**src/rtl/debounce_pkg.sv**
```systemverilog
// Shared types and helpers for the pushbutton debounce logic.
// Other board-input conditioning blocks can reuse these definitions.
package debounce_pkg;

    typedef enum logic [1:0] {
        RELEASED     = 2'd0,
        PRESS_WAIT   = 2'd1,
        PRESSED      = 2'd2,
        RELEASE_WAIT = 2'd3
    } debounce_state_t;

    // Stable-time budget in clock cycles for a given clock rate and hold time.
    function automatic int unsigned ms_to_cycles(input int unsigned clk_freq_hz,
                                                 input int unsigned ms);
        return (clk_freq_hz / 1000) * ms;
    endfunction

endpackage

```
**src/rtl/sync_2ff.sv**
```systemverilog
// Two-stage synchroniser for asynchronous board inputs.
// The reset value is a parameter so each input can reset to its idle level.
module sync_2ff #(
    parameter int              WIDTH       = 1,
    parameter logic [WIDTH-1:0] RESET_VALUE = '0
) (
    input  logic             clk,
    input  logic             reset,
    input  logic [WIDTH-1:0] d,
    output logic [WIDTH-1:0] q
);

    logic [WIDTH-1:0] meta;

    always_ff @(posedge clk or posedge reset) begin
        if (reset) begin
            meta <= RESET_VALUE;
            q    <= RESET_VALUE;
        end else begin
            meta <= d;
            q    <= meta;
        end
    end

endmodule

```
**src/rtl/button_debouncer.sv**
```systemverilog
// Turns a raw bouncing pushbutton into a clean pressed level plus one-cycle
// press/release strobes for the reaction-time FSM.
module button_debouncer
    import debounce_pkg::*;
#(
    parameter int unsigned CLK_FREQ_HZ     = 50_000_000,
    parameter int unsigned DEBOUNCE_MS     = 20,
    parameter int unsigned DEBOUNCE_CYCLES = ms_to_cycles(CLK_FREQ_HZ, DEBOUNCE_MS),
    parameter bit          ACTIVE_LOW      = 1'b1
) (
    input  logic clk,
    input  logic reset,
    input  logic button_raw,
    output logic button_pressed,
    output logic press_pulse,
    output logic release_pulse
);

    localparam int CNT_W = (DEBOUNCE_CYCLES < 1) ? 1 : $clog2(DEBOUNCE_CYCLES + 1);
    localparam logic [CNT_W-1:0] CNT_LAST = CNT_W'(DEBOUNCE_CYCLES - 1);

    generate
        if (DEBOUNCE_CYCLES < 1) begin : g_bad_cycles
            $error("button_debouncer: DEBOUNCE_CYCLES must be at least 1");
        end
    endgenerate

    logic            pin_sync;
    logic            btn_s;
    debounce_state_t state;
    logic [CNT_W-1:0] counter;

    // The pin is synchronised before the polarity flip so both flops reset to
    // the released pin level; XOR with a constant commutes with the flops.
    sync_2ff #(
        .WIDTH      (1),
        .RESET_VALUE(ACTIVE_LOW)
    ) u_sync (
        .clk  (clk),
        .reset(reset),
        .d    (button_raw),
        .q    (pin_sync)
    );

    assign btn_s = pin_sync ^ ACTIVE_LOW;

    // Wait states must see DEBOUNCE_CYCLES consecutive agreeing samples; any
    // reversal falls back to the previous stable state without a strobe.
    always_ff @(posedge clk or posedge reset) begin
        if (reset) begin
            state          <= RELEASED;
            counter        <= '0;
            button_pressed <= 1'b0;
            press_pulse    <= 1'b0;
            release_pulse  <= 1'b0;
        end else begin
            press_pulse   <= 1'b0;
            release_pulse <= 1'b0;
            case (state)
                RELEASED: begin
                    button_pressed <= 1'b0;
                    if (btn_s) begin
                        state   <= PRESS_WAIT;
                        counter <= '0;
                    end
                end
                PRESS_WAIT: begin
                    if (!btn_s) begin
                        state          <= RELEASED;
                        counter        <= '0;
                        button_pressed <= 1'b0;
                    end else if (counter == CNT_LAST) begin
                        state          <= PRESSED;
                        counter        <= '0;
                        button_pressed <= 1'b1;
                        press_pulse    <= 1'b1;
                    end else begin
                        counter        <= counter + CNT_W'(1);
                        button_pressed <= 1'b0;
                    end
                end
                PRESSED: begin
                    button_pressed <= 1'b1;
                    if (!btn_s) begin
                        state   <= RELEASE_WAIT;
                        counter <= '0;
                    end
                end
                RELEASE_WAIT: begin
                    if (btn_s) begin
                        state          <= PRESSED;
                        counter        <= '0;
                        button_pressed <= 1'b1;
                    end else if (counter == CNT_LAST) begin
                        state          <= RELEASED;
                        counter        <= '0;
                        button_pressed <= 1'b0;
                        release_pulse  <= 1'b1;
                    end else begin
                        counter        <= counter + CNT_W'(1);
                        button_pressed <= 1'b1;
                    end
                end
                default: begin
                    state          <= RELEASED;
                    counter        <= '0;
                    button_pressed <= 1'b0;
                end
            endcase
        end
    end

`ifndef SYNTHESIS
    a_pulses_exclusive: assert property (@(posedge clk) disable iff (reset)
        !(press_pulse && release_pulse));
    a_press_single: assert property (@(posedge clk) disable iff (reset)
        !(press_pulse && $past(press_pulse)));
    a_release_single: assert property (@(posedge clk) disable iff (reset)
        !(release_pulse && $past(release_pulse)));
`endif

endmodule

```
**config.mk**
```make
export PLATFORM = sky130hd
export DESIGN_NAME = button_debouncer
export DESIGN_NICKNAME = d
export VERILOG_FILES = /design/src/rtl/debounce_pkg.sv /design/src/rtl/sync_2ff.sv /design/src/rtl/button_debouncer.sv
export SDC_FILE = /design/constraint.sdc
export NUM_CORES = 1
export LEC_CHECK = 0
export BUFFER_PORTS_ARGS = -buffer_cell sky130_fd_sc_hd__buf_2
export CAP_MARGIN = 0
export CORE_UTILIZATION = 33
export CTS_CLUSTER_SIZE = 16
export DETAILED_ROUTE_END_ITERATION = 12
export GPL_ROUTABILITY_DRIVEN = 0
export HOLD_SLACK_MARGIN = 0.15
export PLACE_DENSITY = 0.51
export SLEW_MARGIN = 20
export SYNTH_ARGS = -nofsm -noshare
export SYNTH_HDL_FRONTEND = slang
export SYNTH_SLANG_ARGS = --single-unit
```
**constraint.sdc**
```tcl
create_clock -name clk -period 1.94 [get_ports clk]
set_clock_uncertainty 0.05 [all_clocks]
set_input_delay 0 -clock clk [delete_from_list [all_inputs] [get_ports clk]]
set_output_delay 0 -clock clk [all_outputs]
set_load 0.03 [all_outputs]
```
**After elaboration in Yosys (flattened, before gate mapping)**

Index checks and enable logic that the tools add are counted.
W data, S select, Z words.

- Bits of input ports: 3
- Register bits after elaboration: 27
- Word-level logic and storage cells: 40

- Mux-type cells: 21
- Add/sub/neg operators: 1
- Reductions and logical operators: 3
- Equal/unequal tests: 8

Operator list:

| kind | number |
|---|---|
| $mux W20 | 5 |
| $pmux W20 S4 | 1 |
| $add A20 B1 Y20 const B | 1 |
| $eq A20 B20 Y1 const B | 1 |
| $mux W2 | 6 |
| $pmux W2 S4 | 1 |
| $mux W1 | 7 |
| $eq A2 B2 Y1 const B | 2 |
| $pmux W1 S4 | 1 |
| $reduce_and A4 Y1 | 1 |
| $ne A3 B2 Y1 const B | 1 |
| $ne A3 B3 Y1 const B | 1 |
| $eq A2 B1 Y1 const B | 1 |
| $logic_not A2 Y1 | 1 |
| $ne A2 B1 Y1 const B | 1 |
| $ne A2 B2 Y1 const B | 1 |
| $reduce_and A2 Y1 | 1 |

**Longest topological paths before layout**

- Word-level depth: 4
- Depth in mapped cells: 8
- Mapped depth without buffers: 6

**Modules after synthesis**

From an unflattened synthesis, not the netlist that was laid out.

- Cell total of the unflattened synthesis: 146
- Area total of the unflattened synthesis: 1430.1 µm²

By module, submodules not included:

| module | cells each | area each (µm²) | sequential area each (µm²) | instances |
|---|---|---|---|---|
| button_debouncer | 143 | 1373.8 | 625.6 | 1 |
| sync_2ff | 3 | 56.3 | 52.6 | 1 |

**Least setup slack after synthesis**

OpenSTA, ideal clock, no wires.

- Kind: register -> register
- Start point: reg counter[0]
- End point: reg counter[12]
- Period minus slack after synthesis: 1.778 ns
- Library setup time: 0.082 ns
- Setup slack: 0.162 ns
- Cell stages (with the launch flop): 9
- Data required time: 1.808 ns
- Arrival time: 1.646 ns
- Cell sequence: dfrtp_1 -> ha_1 -> nor4bb_1 -> and3_1 -> a21oi_1 -> buf_2 -> buf_4 -> a31oi_1 -> a31oi_1

- Word-level cells in the longest chain between the ends: 4
- Elaborated cells on any way between the ends: 6

RTL lines:

| item | line | source |
|---|---|---|
| start: declaration | button_debouncer.sv:31 | `logic [CNT_W-1:0] counter;` |
| start signal: assignment | button_debouncer.sv:78 | `counter <= counter + CNT_W'(1);` |
| start signal: assignment | button_debouncer.sv:100 | `counter <= counter + CNT_W'(1);` |
| $add A20 B1 Y20 or $eq A20 B20 Y1 (tied branches) | - |  |
| $mux W20 * | button_debouncer.sv:72, button_debouncer.sv:94 |  |
| $mux W20, on equally long branches | button_debouncer.sv:90, button_debouncer.sv:68 |  |
| $pmux W20 S4 * | button_debouncer.sv:59 | `case (state)` |

Mark *: on every way between the ends. The rest lies on a longest branch, timed or not.
A chain may end at the register's enable or synchronous reset.

**Worst setup path after layout**

- Start point: reg counter[3]
- End point: reg counter[17]

The elaborated chain is that of the path after synthesis.

==> results.md <==
- Status: finished, final reports clean
- PD cells: around 610 nW/µm²
- Crit start category: register
- Slew headroom: about 69%
- IO Pins: 6
- Routed WL: 2945 µm
- Tcrit/Tclk final: roughly 94%
- Max VDD drop: 0.0003078 V
- Worst Setup SP: counter[3]
- Tmin final: about 1.8 ns
- All-Layer GR Usage: roughly 15%
- First-pass GRT wire length: 5195 µm
- DIE WIDTH: ~67 µm
- Mapped Cells: roughly 150
- Net count after synthesis: approximately 150
- # DRC: 0
- Critical Path RT: slightly above 2 ns
- Commonest non-fill, non-tap cell in the layout: dfrtp_1
- Antenna diodes: 0
- Type of the most critical hold path: in2async
- DR iter-0 viols: between 40 and 50
- # rows: 23
- Clock sink count: 27
- Via Count: about 1200
- Post-Place Setup Slack: around 0.11 ns
- Setup crit end kind: register
- Initial antenna violation count: 0
- Die height: 67.08 µm
- Met2 usage: between 20% and 30%
- ANT nets after route: 0
- Most frequent cells in the layout: dfrtp_1 (25), nand2_1 (17), buf_4 (15), a31oi_1 (11), a21oi_1 (9)
- GR peak layer: met2
- Fillers: between 400 and 500
- CP endpoint: counter[17]
- Final Max Slew Viols: 0
- Post-synthesis sequential area ratio: between 40% and 50%
- Setup tns final: 0 ns
- Post-Synthesis Cell Area: ~1400 µm²
- EDFF count, synth: 0
- Endpoints failing setup: 0
- Worst setup margin: approximately 0.11 ns
- Nets@finish: ~170
- Reg-to-Reg Start: counter[3]
- Met1 usage: between 10% and 20%
- Syn_area_per_cell: 9.380 µm²
- Synth Flop Type: dfrtp_1
- Post-synthesis async set-or-reset flop share: 100.0%
- Dpl cell area: 1559 µm²
- RSZ-0062 raised after global routing: no
- Depth of the most critical reg-to-reg path: 5
- Register-to-Register Setup Slack: 0.11 ns
- Worst R2R End: counter[17]
- Clock Path Buffers: 2
- Worst Tran Pin Value: approximately 0.46 ns
- Via/cell ratio: 5.350
- Clock Pin Slew Worst Setup and Hold Paths: 0.09 ns
- Largest net degree at the start of global routing: 16
- Number of global-route vias before repair: ~1100
- Crit path DAT: 1.94 ns
- Total CTS buffers: 3
- Area grow syn2layout: 16.29%
- Synth cell types: 40
- Leakage power: 0.7314 nW
- Area of the core: between 4000 and 5000 µm²
- CP max FO: 7
- Initial Utilization: between 30% and 40%
- Hpwl dp: about 2200 µm
- Warnings from Yosys: 0
- DR pass1 iterations: 4
- Grt total ovfl: 0
- Port Buffers: 5
- Clk Latency, worst-skew pair: around 0.27 ns
- Max Fclk: 546.3 MHz
- Avg WL per Cell: 13.57 µm
- Pwr Total: between 0.9 and 1 mW
- Die Area: ~4500 µm²
- Share of cells above drive strength 1: about a fifth
- Synthesized flop and latch total: 27
- Post-CTS resize count: 0
- Max-cap violations: 0
- Hold Vio Cnt, Final: 0
- Grt met3 use: under 10%
- Finished Cell Area: 1625 µm²
- H-tree levels: 1
- TritonCTS clock tree: built
- Clock root cell: clkbuf_8
- Worst setup path category: reg2reg
==> power breakdown <==
group | switching, mW | internal, mW
Clock | 0.169 | 0.144
Combinational | 0.0480 | 0.0355
Sequential | 0.0165 | 0.577
Total | 0.234 | 0.756
==> sequential cells by signal, indices dropped and copies added (netlist names), named ones only <==
| register | count |
|---|---|
| u_sync.q | 1 |
| release_pulse | 1 |
| press_pulse | 1 |
| counter | 20 |
| u_sync.meta | 1 |
| button_pressed | 1 |
| state | 1 |
==> per-stage QoR <==
step           std cells  util, %  hold WS, ns
4_1_cts              217    40.34       0.2326
3_3_place_gp         211    38.70     -0.01971
2_1_floorplan        149        -     -0.04552
6_report             217    40.34       0.2116
3_5_place_dp         211    38.70     -0.01409
5_1_grt              217    40.34       0.2536
==> worst max-delay path: stages (launching register included) <==
cell and delay, ns:
dfrtp_1 0.46, nand3_2 0.16, or4_1 0.65, o21a_1 0.22
o21ai_1 0.12, nand2_1 0.06
==> what timing repair did <==
item                      4_1_cts  5_1_grt
hold buffers                    2        0
hold endpoints to repair       28        0
setup buffers                   0        0
==> how the worst min path moves through the flow <==
stage	start	to	slack, ns	depth (start not counted)
CTS	reset	asynchronous set/reset pin	0.23	3
detailed placement	reset	asynchronous set/reset pin	-0.01	2
finish	reset	asynchronous set/reset pin	0.21	3
global route	reset	state[0]	0.25	3
global placement	reset	asynchronous set/reset pin	-0.02	2
floorplan	button_raw	u_sync.meta	-0.05	0
==> synth_stat cells (all sizes together) (4+ instances only) <==
cell    n  area [µm²]
a31oi  11       68.82
nand4   6       43.79
nor4    4       25.02
nor2    7       26.28
dfrtp  25       625.6
o21ai   6       30.02
a21oi  10       50.05
buf     7       38.78
nand3   9       50.05
nand2  17       63.81
and3    5       32.53
inv     8       30.03
==> metal layers <==
layer  up-vias  share of wire (%)
li1        586                  -
met1       564                 49
met2         7                 48
met3         4                1.3
met4         0               0.92
met5         -                  0
==> logic make-up after synthesis <==
kind of cell,Yosys count,share of synthesized area [%]
muxes,5,3.760
and+or+nand+nor,59,22.56
adders and majority gates,1,0.8951
xor gates and xnor gates,2,1.254
AOI/OAI and AO/OA,39,17.82
buffers and inverters,16,5.192
DFF,27,48.52
==> area by class of cell <==
class | instances | area, µm² | area share, %
clock buffer | 3 | 41.29 | 2.540
clock inverter | 1 | 5.005 | 0.3079
inverter | 8 | 30.03 | 1.848
multi-input combinational | 106 | 650.6 | 40.03
sequential | 27 | 678.2 | 41.72
tap | 50 | 62.56 | 3.849
timing repair buffer | 22 | 157.7 | 9.700
Power figures use the tool's default switching activity.
